==> config.mk <==
export PLATFORM = sky130hd
export DESIGN_NAME = mult_rr_scheduler_flat
export DESIGN_NICKNAME = d
export VERILOG_FILES = /design/src/rtl/mult_rr_scheduler_pkg.sv /design/src/rtl/mult_rr_scheduler_if.sv /design/src/rtl/mult_rr_scheduler_chk.sv /design/src/rtl/mult_rr_scheduler_rr_arbiter.sv /design/src/rtl/mult_rr_scheduler.sv /design/src/flat_wrapper.sv
export SDC_FILE = /design/constraint.sdc
export NUM_CORES = 1
export LEC_CHECK = 0
export CELL_PAD_IN_SITES_DETAIL_PLACEMENT = 1
export CELL_PAD_IN_SITES_GLOBAL_PLACEMENT = 1
export CORE_AREA = 2 2 170 172
export CTS_CLUSTER_DIAMETER = 30
export DETAILED_ROUTE_END_ITERATION = 16
export DIE_AREA = 0 0 172 174
export PLACE_DENSITY_LB_ADDON = 0.1
export SYNTH_ARGS = -nofsm -noshare
export SYNTH_HDL_FRONTEND = slang
export SYNTH_HIERARCHICAL = 1
export SYNTH_SLANG_ARGS = --single-unit
==> constraint.sdc <==
create_clock -name clk -period 4.9 [get_ports clk]
set_input_delay 0.49 -clock clk [delete_from_list [all_inputs] [get_ports clk]]
set_output_delay 0.49 -clock clk [all_outputs]
set_load 0.02 [all_outputs]
==> src/rtl/mult_rr_scheduler_pkg.sv <==
// Shared types and helpers for the round-robin multiplier scheduler.
// Index width is sized for the largest supported requester count (8).
package mult_sched_pkg;

   localparam int NREQ_MAX = 8;
   localparam int IDW      = $clog2(NREQ_MAX);

   typedef enum logic [1:0] {
      IDLE  = 2'd0,
      ISSUE = 2'd1,
      WAIT  = 2'd2,
      RESP  = 2'd3
   } state_t;

   typedef struct packed {
      logic           found;
      logic [IDW-1:0] idx;
   } pick_t;

   // First asserted valid bit searching upward from ptr+1, wrapping at nreq.
   function automatic pick_t rr_pick(input logic [NREQ_MAX-1:0] valid,
                                     input logic [IDW-1:0]      ptr,
                                     input int                  nreq);
      pick_t r;
      int    idx;
      r.found = 1'b0;
      r.idx   = '0;
      for (int k = 1; k <= NREQ_MAX; k++) begin
         if (k <= nreq) begin
            idx = (int'(ptr) + k) % nreq;
            if (!r.found && valid[idx]) begin
               r.found = 1'b1;
               r.idx   = idx[IDW-1:0];
            end
         end
      end
      return r;
   endfunction

endpackage

==> src/rtl/mult_rr_scheduler_if.sv <==
// Requester-side bundle: request channel, response channel and shared result bus.
interface mult_rr_scheduler_if #(
   parameter int WIDTH = 32,
   parameter int NREQ  = 4
);
   logic [NREQ-1:0]       req_valid;
   logic [NREQ-1:0]       req_ready;
   logic [NREQ*WIDTH-1:0] req_a;
   logic [NREQ*WIDTH-1:0] req_b;
   logic [NREQ-1:0]       rsp_valid;
   logic [NREQ-1:0]       rsp_ready;
   logic [WIDTH-1:0]      rsp_data;

   modport master (
      output req_valid, req_a, req_b, rsp_ready,
      input  req_ready, rsp_valid, rsp_data
   );

   modport slave (
      input  req_valid, req_a, req_b, rsp_ready,
      output req_ready, rsp_valid, rsp_data
   );
endinterface

==> src/rtl/mult_rr_scheduler_chk.sv <==
// Protocol checks on the multiplier strobe of the scheduler.
module mult_rr_scheduler_chk
   import mult_sched_pkg::*;
(
   input logic   clk,
   input logic   reset,
   input state_t state,
   input logic   mul_enable
);

   a_enable_only_in_issue: assert property (
      @(posedge clk) disable iff (reset) mul_enable |-> (state == ISSUE)
   );

   a_enable_low_after_reset: assert property (
      @(posedge clk) reset |=> !mul_enable
   );

endmodule

==> src/rtl/mult_rr_scheduler_rr_arbiter.sv <==
// Round-robin grant search; owns the last-winner pointer so that
// requester 0 is favoured first after reset.
module rr_arbiter
   import mult_sched_pkg::*;
#(
   parameter int NREQ = 4
) (
   input  logic            clk,
   input  logic            reset,
   input  logic [NREQ-1:0] valid,
   input  logic            accept,
   output logic [IDW-1:0]  grant,
   output logic            found
);

   logic [IDW-1:0]      ptr;
   logic [NREQ_MAX-1:0] valid_ext;
   pick_t               pick;

   // Combinational priority search from ptr+1
   always_comb begin
      valid_ext             = '0;
      valid_ext[NREQ-1:0]   = valid;
      pick                  = rr_pick(valid_ext, ptr, NREQ);
      grant                 = pick.idx;
      found                 = pick.found;
   end

   // Pointer tracks the most recent winner
   always_ff @(posedge clk) begin
      if (reset) begin
         ptr <= IDW'(NREQ - 1);
      end else if (accept) begin
         ptr <= grant;
      end else begin
         ptr <= ptr;
      end
   end

endmodule

==> src/rtl/mult_rr_scheduler.sv <==
// Shares one fixed-latency external multiplier among NREQ requesters with
// round-robin arbitration and a single operation in flight.
module mult_rr_scheduler
   import mult_sched_pkg::*;
#(
   parameter int WIDTH   = 32,
   parameter int NREQ    = 4,
   parameter int MUL_LAT = 1
) (
   input  logic                  clk,
   input  logic                  reset,
   mult_rr_scheduler_if.slave    bus,
   output logic                  mul_enable,
   output logic                  mul_reset_n,
   output logic [WIDTH-1:0]      mul_a,
   output logic [WIDTH-1:0]      mul_b,
   input  logic [WIDTH-1:0]      mul_result,
   output logic                  busy,
   output logic [31:0]           ops_done
);

   localparam int CNTW = (MUL_LAT > 1) ? $clog2(MUL_LAT) : 1;

   state_t           state;
   logic [WIDTH-1:0] op_a;
   logic [WIDTH-1:0] op_b;
   logic [IDW-1:0]   idx;
   logic [CNTW-1:0]  cnt;
   logic [NREQ-1:0]  resp_onehot;
   logic [WIDTH-1:0] resp_data;

   logic [IDW-1:0]   grant;
   logic             found;
   logic             accept;
   logic [NREQ-1:0]  grant_oh;
   logic [NREQ-1:0]  idx_oh;

   rr_arbiter #(.NREQ(NREQ)) u_arb (
      .clk    (clk),
      .reset  (reset),
      .valid  (bus.req_valid),
      .accept (accept),
      .grant  (grant),
      .found  (found)
   );

   // Accept decode and one-hot forms of the grant and latched index
   always_comb begin
      accept   = (state == IDLE) && found && !reset;
      grant_oh = '0;
      idx_oh   = '0;
      for (int i = 0; i < NREQ; i++) begin
         grant_oh[i] = (grant == IDW'(i));
         idx_oh[i]   = (idx == IDW'(i));
      end
   end

   assign bus.req_ready = grant_oh & {NREQ{accept}};
   assign bus.rsp_valid = resp_onehot;
   assign bus.rsp_data  = resp_data;
   assign mul_a         = op_a;
   assign mul_b         = op_b;
   assign mul_reset_n   = ~reset;

   // Control FSM: operand latch, multiplier strobe, wait count, response hold
   always_ff @(posedge clk) begin
      if (reset) begin
         state       <= IDLE;
         op_a        <= '0;
         op_b        <= '0;
         idx         <= '0;
         cnt         <= '0;
         resp_onehot <= '0;
         resp_data   <= '0;
         mul_enable  <= 1'b0;
         busy        <= 1'b0;
         ops_done    <= 32'd0;
      end else begin
         case (state)
            IDLE: begin
               if (accept) begin
                  op_a       <= bus.req_a[int'(grant)*WIDTH +: WIDTH];
                  op_b       <= bus.req_b[int'(grant)*WIDTH +: WIDTH];
                  idx        <= grant;
                  mul_enable <= 1'b1;
                  busy       <= 1'b1;
                  state      <= ISSUE;
               end else begin
                  state      <= IDLE;
               end
            end
            ISSUE: begin
               mul_enable <= 1'b0;
               cnt        <= CNTW'(MUL_LAT - 1);
               state      <= WAIT;
            end
            WAIT: begin
               if (cnt == '0) begin
                  resp_data   <= mul_result;
                  resp_onehot <= idx_oh;
                  state       <= RESP;
               end else begin
                  cnt         <= cnt - CNTW'(1);
               end
            end
            RESP: begin
               // Only the owning requester's ready completes the handshake
               if (|(bus.rsp_ready & idx_oh)) begin
                  resp_onehot <= '0;
                  ops_done    <= ops_done + 32'd1;
                  busy        <= 1'b0;
                  state       <= IDLE;
               end else begin
                  state       <= RESP;
               end
            end
            default: begin
               resp_onehot <= '0;
               mul_enable  <= 1'b0;
               busy        <= 1'b0;
               state       <= IDLE;
            end
         endcase
      end
   end

   mult_rr_scheduler_chk u_chk (
      .clk        (clk),
      .reset      (reset),
      .state      (state),
      .mul_enable (mul_enable)
   );

endmodule

==> src/flat_wrapper.sv <==
// flat-port wrapper written by rule: the top's interface ports become plain ports
module mult_rr_scheduler_flat import mult_sched_pkg::*;
#(
   parameter int WIDTH   = 32,
   parameter int NREQ    = 4,
   parameter int MUL_LAT = 1
)
  (clk, reset, mul_enable, mul_reset_n, mul_a, mul_b, mul_result, busy, ops_done, bus_req_valid, bus_req_a, bus_req_b, bus_rsp_ready, bus_req_ready, bus_rsp_valid, bus_rsp_data);
  mult_rr_scheduler_if #(.WIDTH(WIDTH), .NREQ(NREQ)) bus_i ();
  input  logic clk;
  input  logic reset;
  output logic mul_enable;
  output logic mul_reset_n;
  output logic [WIDTH-1:0] mul_a;
  output logic [WIDTH-1:0] mul_b;
  input  logic [WIDTH-1:0] mul_result;
  output logic busy;
  output logic [31:0] ops_done;
  input wire logic [$bits(bus_i.req_valid)-1:0] bus_req_valid;
  input wire logic [$bits(bus_i.req_a)-1:0] bus_req_a;
  input wire logic [$bits(bus_i.req_b)-1:0] bus_req_b;
  input wire logic [$bits(bus_i.rsp_ready)-1:0] bus_rsp_ready;
  output wire logic [$bits(bus_i.req_ready)-1:0] bus_req_ready;
  output wire logic [$bits(bus_i.rsp_valid)-1:0] bus_rsp_valid;
  output wire logic [$bits(bus_i.rsp_data)-1:0] bus_rsp_data;
  assign bus_i.req_valid = bus_req_valid;
  assign bus_i.req_a = bus_req_a;
  assign bus_i.req_b = bus_req_b;
  assign bus_i.rsp_ready = bus_rsp_ready;
  assign bus_req_ready = bus_i.req_ready;
  assign bus_rsp_valid = bus_i.rsp_valid;
  assign bus_rsp_data = bus_i.rsp_data;
  mult_rr_scheduler #(.WIDTH(WIDTH), .NREQ(NREQ), .MUL_LAT(MUL_LAT)) u_core (.clk(clk), .reset(reset), .bus(bus_i), .mul_enable(mul_enable), .mul_reset_n(mul_reset_n), .mul_a(mul_a), .mul_b(mul_b), .mul_result(mul_result), .busy(busy), .ops_done(ops_done));
endmodule
==> implementation parameters, run 1 <==
Parameter                              Value

Status
  Status ... completed

GRT
  Aggregate global-route resource usage ... 21.0%
  Global-route wire length before repair ... 47900 um
  Number of antenna violations at the first check in global routing ... 3
  Pin count of the biggest net entering global routing ... 100
  Vias in the first global route ... 8076
  Total gr overflow ... 0

Power and ir drop
  Areal power density over the cells ... 287 nW/um2
  VDD IR-drop max ... 0.000233 V
  Total power draw ... 3.56 mW
  Standby leakage power ... 4.26 nW

Routing
  Via density per instance ... 4.87
  Remaining routing DRC violations ... 0
  Post-DR wirelength/cell ... 20.7 um
  Iteration-0 DRC count of the detailed router ... 277
  Initial DRT Pass Iterations ... 4
  Total number of vias ... 7418
  Post-route antenna net violation count ... 0
  Final routed wirelength across all metal layers ... 31600 um

STA
  Final Hold Slack ... 0.453 ns
  Relative max-transition margin ... 28.8%
  RSZ-0062 raised after global routing ... false
  FMAX ... 0.297 GHz
  Max Clock Skew ... 0.0108 ns
  Setup violations, final ... 0
  Slew of the pin with the lowest slew margin ... 1.07 ns
  Fin. Hold Viols ... 0
  Share of the clock period used by the worst path ... 68.7%
  Total Neg Setup Slack ... 0 ns
  Minimum period implied by the final worst setup slack ... 3.37 ns
  Max-slew violation count ... 0
  Post-route setup slack ... 1.53 ns

Flow run
  Maximum capacitance violations ... 0

Placement
  Final weighted congestion in routability-driven placement ... 0.782
  Total placed cells including tap cells ... 1489
  Post-place setup slack ... 1.52 ns
  Final HPWL DP ... 23900 um
  Number of buffers inserted by port buffering ... 436
  Post-DP Area ... 11800 um2

Clocking
  Number of clock buffers inserted by TritonCTS ... 17
  Clock latency at the later pin of the worst-skew pair ... 0.43 ns
  Post-CTS setup buffer count ... 0
  Clock transition at path regs ... 0.06 ns
  H-Tree Depth ... 4
  Library cell used as clock root buffer ... clkbuf_16
  CTS Hold Bufs ... 0
  TritonCTS clock tree ... yes
  Number of gates resized after CTS ... 0
  Worst-case clock buffer depth ... 2
  Sinks on Clock Net ... 141

Floorplanning
  Count of pins on the block boundary ... 437
  Row Count ... 62
  Placeable Area ... 28200 um2
  Total Die Area ... 29900 um2
  Horizontal die dimension ... 172 um
  Initial cell density of the core ... 25.4%
  Die height ... 174 um

Logic synthesis
  Sequential share of the synthesized area ... 39.3%
  Synthesized-area fraction occupied by adder cells ... 0.174%
  Most area-hungry cell type in the Yosys netlist ... dfxtp_1
  Primary flip-flop cell chosen by synthesis mapping ... dfxtp_1
  Portion of netlist area occupied by mux cells ... 22.8%
  EDFF count, synth ... 0
  Biggest area contributors in the synthesized netlist ... dfxtp_1, mux4_2, a22oi_1
  Syn nets ... 1026
  Syn Std Cell Area ... 7180 um2
  Largest family of logic cells by synthesized area ... multiplexers
  Number of distinct standard cells referenced by the synthesized netlist ... 59
  Post-Synth XOR/XNOR Area ... 0%
  Yosys warning total ... 6
  Cell count after synthesis ... 727
  Synth Area in Simple Gates ... 19.0%
  Fraction of post-synthesis cell area in the top cell type by area ... 39.3%
  FF+latch count, synth ... 141
  Mean area per synthesized cell ... 9.87 um2
  Fraction of registers with async set or reset after synthesis ... 0%
  Post-synthesis compound-gate area fraction ... 14.3%

Worst setup path
  Required time at the endpoint of the critical path ... 4.41 ns
  Number of buffer and inverter instances along the worst setup path ... 2
  Slowest library cell on the worst path ... clkdlybuf4s50_1
  Slowest cell delay on critical path ... 0.64 ns
  R2r setup slk ... 2.34 ns
  Critical-path cell list ... clkdlybuf4s50_1 -> nor2_1 -> nand2_1 -> or3b_4 -> nor3_1 -> nor3b_1 -> clkdlybuf4s50_1
  Most repeated library cell on the critical path ... clkdlybuf4s50_1
  Critical path class ... input port to primary output
  Worst path depth ... 7
  Worst r2r path cells ... 7
  Setup crit end kind ... primary output
  Category of the worst setup path launch point ... input port
  Arrival time of data at the critical path endpoint ... 2.88 ns
  Highest fanout seen on the critical path ... 5
  Family of cells with the greatest summed delay on the critical path ... buffers and inverters

Cells and area
  Finished Core Util ... 44.0%
  Post-layout nets ... 1423
  Final cell count without fillers ... 1524
  Count of filler cells inserted in the layout ... 3169
  Layout overhead on the synthesized area ... 73.1%
  Layout Cell Area excl Fill ... 12400 um2
  Proportion of layout cells with a drive suffix above 1 ... 12.8%

Worst hold path
  Depth of the worst hold-timing path ... 2
  Kind of path behind the tightest hold check ... flip-flop to flip-flop
-- worst min-delay path: cells and delay by family, from the launching register on --
family / cells / cell delay, ns
flip-flops: 1 / 0.31
AND/OR/NAND/NOR: 1 / 0.05
AO/OA/AOI/OAI: 1 / 0.05
-- cells by family (layout without fill, tap and decap cells) --
group,after synthesis,count (layout)
AO/OA/AOI/OAI,152,152
adder cells (fa/ha/maj),1,1
buffers and inverters,72,482
flip-flops,141,141
multiplexers,81,81
other,1,4
AND/OR/NAND/NOR,279,279
-- final timing paths --
path | startpoint | endpoint
hold reg to reg | u_core/bus.rsp_data[1]$_SDFFE_PP0P_ | u_core/bus.rsp_data[1]$_SDFFE_PP0P_
hold / removal | u_core/bus.rsp_data[1]$_SDFFE_PP0P_ | u_core/bus.rsp_data[1]$_SDFFE_PP0P_
setup reg to reg | u_core/u_arb/ptr[0]$_SDFFE_PP1P_ | u_core/mul_a[15]$_SDFFE_PP0P_
setup / recovery | bus_req_valid[3] | bus_req_ready[0]
-- layout by cell type, fill, tap and decap left out, types with 3 or more instances in the layout --
master / instances
a21oi_1: 53
a22oi_1: 64
and2_1: 3
and3_1: 3
and4_1: 4
buf_4: 9
clkbuf_16: 17
clkdlybuf4s50_1: 435
dfxtp_1: 141
diode_2: 3
inv_1: 5
inv_6: 4
inv_8: 4
mux2_2: 15
mux4_2: 64
nand2_1: 83
nand2b_1: 3
nand3_1: 10
nand4_1: 11
nor2_1: 93
nor2b_1: 17
nor3_1: 7
nor3b_1: 3
nor4_1: 9
o211ai_1: 4
o21ai_0: 6
o311ai_0: 4
o31ai_1: 6
o41ai_1: 5
or2_2: 4
or3_1: 3
or4_1: 6
-- flip-flops by register name, indices dropped and copies added, names as in the netlist, 2 cells and up --
signal                cells
u_core/bus.rsp_data      32
u_core/bus.rsp_valid      4
u_core/idx                3
u_core/mul_a             32
u_core/mul_b             32
u_core/ops_done          32
u_core/state              2
u_core/u_arb/ptr          2
-- layout make-up --
type,count,area [um2],area share [%]
Timing Repair Buffer,445,4440,35.7
Multi-Input combinational cell,514,4070,32.7
Sequential cell,141,2820,22.7
Tap cell,384,480,3.87
Clock buffer,18,439,3.53
Clock inverter,14,148,1.19
Inverter,5,18.8,0.151
Antenna cell,3,7.51,0.0604
-- cells in the mapped netlist, drive strengths merged, types with 2 or more instances --
cell	instances
and2	3
nor2	97
or3b	2
a22oi	65
or3	3
or2	4
nand2b	3
nor3b	4
nand2	83
nand3	11
and3	4
mux4	64
nor4b	2
nor2b	17
and4	4
mux2	17
dfxtp	141
o31ai	7
nor4	11
o41ai	5
clkbuf	43
inv	5
buf	24
o211ai	4
a21oi	53
o21ai	7
or4	8
nand4	12
nor3	7
o311ai	4
-- layer usage --
layer	GRT usage, %	wire, um
met2	37.5	16400
met5	0	12
met1	22.9	11800
met3	6.90	2350
met4	8.23	1080
-- report_power, final --
group	internal [mW]	leakage [nW]	switching, mW
combinational	0.548	2.83	0.444
clock	0.733	0.286	0.577
sequential	1.21	1.15	0.0445
(Power assumes the default switching activity.)
==> run 2: changes to the inputs <==
--- a/config.mk
+++ b/config.mk
@@ -7,10 +7,11 @@
 export LEC_CHECK = 0
 export CELL_PAD_IN_SITES_DETAIL_PLACEMENT = 1
 export CELL_PAD_IN_SITES_GLOBAL_PLACEMENT = 1
-export CORE_AREA = 2 2 170 172
+export CORE_ASPECT_RATIO = 0.8
+export CORE_MARGIN = 2
+export CORE_UTILIZATION = 27
 export CTS_CLUSTER_DIAMETER = 30
 export DETAILED_ROUTE_END_ITERATION = 16
-export DIE_AREA = 0 0 172 174
 export PLACE_DENSITY_LB_ADDON = 0.1
 export SYNTH_ARGS = -nofsm -noshare
 export SYNTH_HDL_FRONTEND = slang
==> constraint.sdc (replaced) <==
create_clock -name clk -period 3.4 [get_ports clk]
set_input_delay 0.34 -clock clk [delete_from_list [all_inputs] [get_ports clk]]
set_output_delay 0.34 -clock clk [all_outputs]
set_load 0.02 [all_outputs]
==> implementation parameters, run 2 (synthesis gave the netlist of run 1 again) <==
Parameter                              Value

Status
  Status ... completed

Power and ir drop
  Areal power density over the cells ... 411 nW/um2 (+43%)
  Pint ... 3.53 mW (+42%)
  Power share of the sequential group ... 35.4% (about the same)
  Proportion of power drawn by the clock network ... 36.1% (-0.7 points)
  Sw power ... 1.59 mW (+49%)
  Fraction of power spent switching nets ... 31.0% (+1.0 points)
  Portion of total power attributed to combinational logic ... 28.5% (+0.6 points)
  Standby leakage power ... 4.29 nW (+0.78%)
  VDD IR-drop max ... 0.000338 V (+45%)

Routing
  Total number of vias ... 7466 (+0.65%)
  Post-DR wirelength/cell ... 21.0 um (+1.1%)
  Remaining routing DRC violations ... 0 (unchanged)
  Iteration-0 DRC count of the detailed router ... 293 (+5.8%)
  Final routed wirelength across all metal layers ... 31600 um (-0.14%)
  Via density per instance ... 4.96 (+1.9%)
  Initial DRT Pass Iterations ... 4 (unchanged)
  Post-route antenna net violation count ... 0 (unchanged)

Cells and area
  Count of filler cells inserted in the layout ... 2929 (-7.6%)
  Final cell count without fillers ... 1505 (-1.2%)
  Area of the multi-input gates ... 4070 um2 (unchanged)
  Sequential cell area ... 2820 um2 (unchanged)
  Post-layout nets ... 1427 (+0.28%)
  Top library cells by usage in the layout, fill and taps aside ... clkdlybuf4s50_1, dfxtp_1, nor2_1
  Most common library cell in the layout ignoring fill and taps ... clkdlybuf4s50_1
  Layout overhead on the synthesized area ... 73.7%
  Proportion of layout cells with a drive suffix above 1 ... 13.1% (+0.31 points)

Placement
  Total placed cells including tap cells ... 1466 (-1.5%)
  Number of buffers inserted by port buffering ... 436 (unchanged)
  Final weighted congestion in routability-driven placement ... 0.770 (-1.5%)
  Final HPWL DP ... 24300 um (+1.6%)

Worst setup path
  R2r setup slk ... 1.03 ns (-1.31 ns)
  CP startpoint ... bus_req_valid[3]
  Setup crit end kind ... primary output
  Required time at the endpoint of the critical path ... 3.06 ns (-1.35 ns)
  Worst path depth ... 7 (unchanged)
  Number of buffer and inverter instances along the worst setup path ... 2 (unchanged)
  Slowest cell delay on critical path ... 0.63 ns (about the same)
  Category of the worst setup path launch point ... input port
  Slowest library cell on the worst path ... clkdlybuf4s50_1
  Reg-to-reg startpoint ... u_core/ops_done[0]$_SDFFE_PP0P_
  Most repeated library cell on the critical path ... clkdlybuf4s50_1
  Critical-path cell list ... clkdlybuf4s50_1 -> nor2_1 -> nand2_1 -> or3b_4 -> nor3_1 -> nor3b_1 -> clkdlybuf4s50_1
  FF-to-FF End ... u_core/ops_done[26]$_SDFFE_PP0P_
  Family of cells with the greatest summed delay on the critical path ... buffers and inverters
  Highest fanout seen on the critical path ... 5 (unchanged)
  Critical path class ... input port to primary output
  Arrival time of data at the critical path endpoint ... 2.67 ns (-0.21 ns)
  Last element of the critical path ... bus_req_ready[0]
  Worst r2r path cells ... 5 (-2)

STA
  Minimum period implied by the final worst setup slack ... 3.01 ns
  RSZ-0062 raised after global routing ... false
  Relative max-transition margin ... 26.0% (-2.8 points)
  Setup violations, final ... 0 (unchanged)
  Slew of the pin with the lowest slew margin ... 1.11 ns (+0.0414 ns)
  Max-slew violation count ... 0 (unchanged)
  FMAX ... 0.332 GHz
  Share of the clock period used by the worst path ... 88.6%
  Max Clock Skew ... 0.0124 ns (+0.00160 ns)
  Fin. Hold Viols ... 0 (unchanged)
  Total Neg Setup Slack ... 0 ns (unchanged)

GRT
  Number of antenna violations at the first check in global routing ... 8 (+5)
  Total gr overflow ... 0 (unchanged)
  Aggregate global-route resource usage ... 22.2% (+1.2 points)
  Pin count of the biggest net entering global routing ... 106 (+6.0%)
  Global-route wire length before repair ... 46500 um (-2.9%)
  Vias in the first global route ... 7952 (-1.5%)

Clocking
  Clock transition at path regs ... 0.08 ns (+0.02 ns)
  TritonCTS clock tree ... yes
  H-Tree Depth ... 4 (unchanged)
  Sinks on Clock Net ... 141 (unchanged)
  Library cell used as clock root buffer ... clkbuf_16
  Number of gates resized after CTS ... 0 (unchanged)
  Worst-case clock buffer depth ... 2 (unchanged)
  Post-CTS setup buffer count ... 0 (unchanged)
  Number of clock buffers inserted by TritonCTS ... 17 (unchanged)
  Clock latency at the later pin of the worst-skew pair ... 0.43 ns (about the same)
  CTS Hold Bufs ... 0 (unchanged)

Flow run
  Maximum capacitance violations ... 0 (unchanged)

Worst hold path
  Kind of path behind the tightest hold check ... input port to flip-flop
  Depth of the worst hold-timing path ... 3 (+1)

Floorplanning
  Row Count ... 53 (-15%)
  Initial cell density of the core ... 27.4% (+2.0 points)
  Placeable Area ... 26200 um2 (-7.2%)
  Die height ... 150 um (-14%)
  Total Die Area ... 27900 um2 (-6.7%)
  Count of pins on the block boundary ... 437 (unchanged)
  Horizontal die dimension ... 186 um (+8.3%)
-- run 2: how the worst min path moves through the flow --
| stage | from | slack [ns] | end |
|---|---|---|---|
| floorplan | reset | 0.44 | u_core/u_arb/ptr[1]$_SDFFE_PP1P_ |
| global placement | u_core/bus.rsp_data[29]$_SDFFE_PP0P_ | 0.44 | u_core/bus.rsp_data[29]$_SDFFE_PP0P_ |
| detailed placement | u_core/bus.rsp_data[14]$_SDFFE_PP0P_ | 0.45 | u_core/bus.rsp_data[14]$_SDFFE_PP0P_ |
| CTS | reset | 0.27 | u_core/ops_done[8]$_SDFFE_PP0P_ |
| global route | reset | 0.31 | u_core/ops_done[8]$_SDFFE_PP0P_ |
| finish | reset | 0.31 | u_core/ops_done[8]$_SDFFE_PP0P_ |
-- run 2: per-stage QoR --
step	util [%]	hold WS, ns	power [mW]	instance area [um2]	setup slack (ns)
after floorplan	-	0.442	2.59	7180	1.08
after global placement	45.3	0.442	3.31	11900	0.421
after detailed placement	45.3	0.449	3.33	11900	0.384
after CTS	47.5	0.275	5.20	12400	0.382
after global routing	47.6	0.314	5.37	12500	0.253
final	47.6	0.307	5.12	12500	0.387
-- run 2: area by class of cell --
| class | count | share of cell area [%] |
|---|---|---|
| Antenna cell | 7 | 0.141 |
| Clock buffer | 17 | 3.41 |
| Clock inverter | 15 | 1.17 |
| Inverter | 5 | 0.151 |
| Multi-Input combinational cell | 514 | 32.6 |
| Sequential cell | 141 | 22.6 |
| Tap cell | 357 | 3.58 |
| Timing Repair Buffer | 449 | 36.3 |
-- run 2: worst reg2reg max path: stages (launching register included) --
cell	delay [ns]
dfxtp_1	0.42
ha_1	0.28
nand4_4	0.19
or4_4	0.67
nor4b_1	0.34
mux2_2	0.37
-- run 2: power groups by stage --
stage,Clock (mW),Combinational [mW],Sequential [mW]
3_3_place_gp,0,1.46,1.84
6_report,1.85,1.46,1.81
5_1_grt,1.98,1.56,1.82
2_1_floorplan,0,0.645,1.94
3_5_place_dp,0,1.48,1.85
4_1_cts,1.91,1.48,1.81
-- run 2: routing by layer --
metal	track usage (%)	wire, um
met1	25.4	12400
met5	0	14
met2	38.5	15800
met3	6.89	2350
met4	9.21	994
==> run 3: changes to the inputs <==
--- a/config.mk
+++ b/config.mk
@@ -12,6 +12,7 @@
 export CORE_UTILIZATION = 27
 export CTS_CLUSTER_DIAMETER = 30
 export DETAILED_ROUTE_END_ITERATION = 16
+export GPL_ROUTABILITY_DRIVEN = 0
 export PLACE_DENSITY_LB_ADDON = 0.1
 export SYNTH_ARGS = -nofsm -noshare
 export SYNTH_HDL_FRONTEND = slang
==> results of run 3 <==
The final DEF is identical to that of run 2; final timing and power are the same.
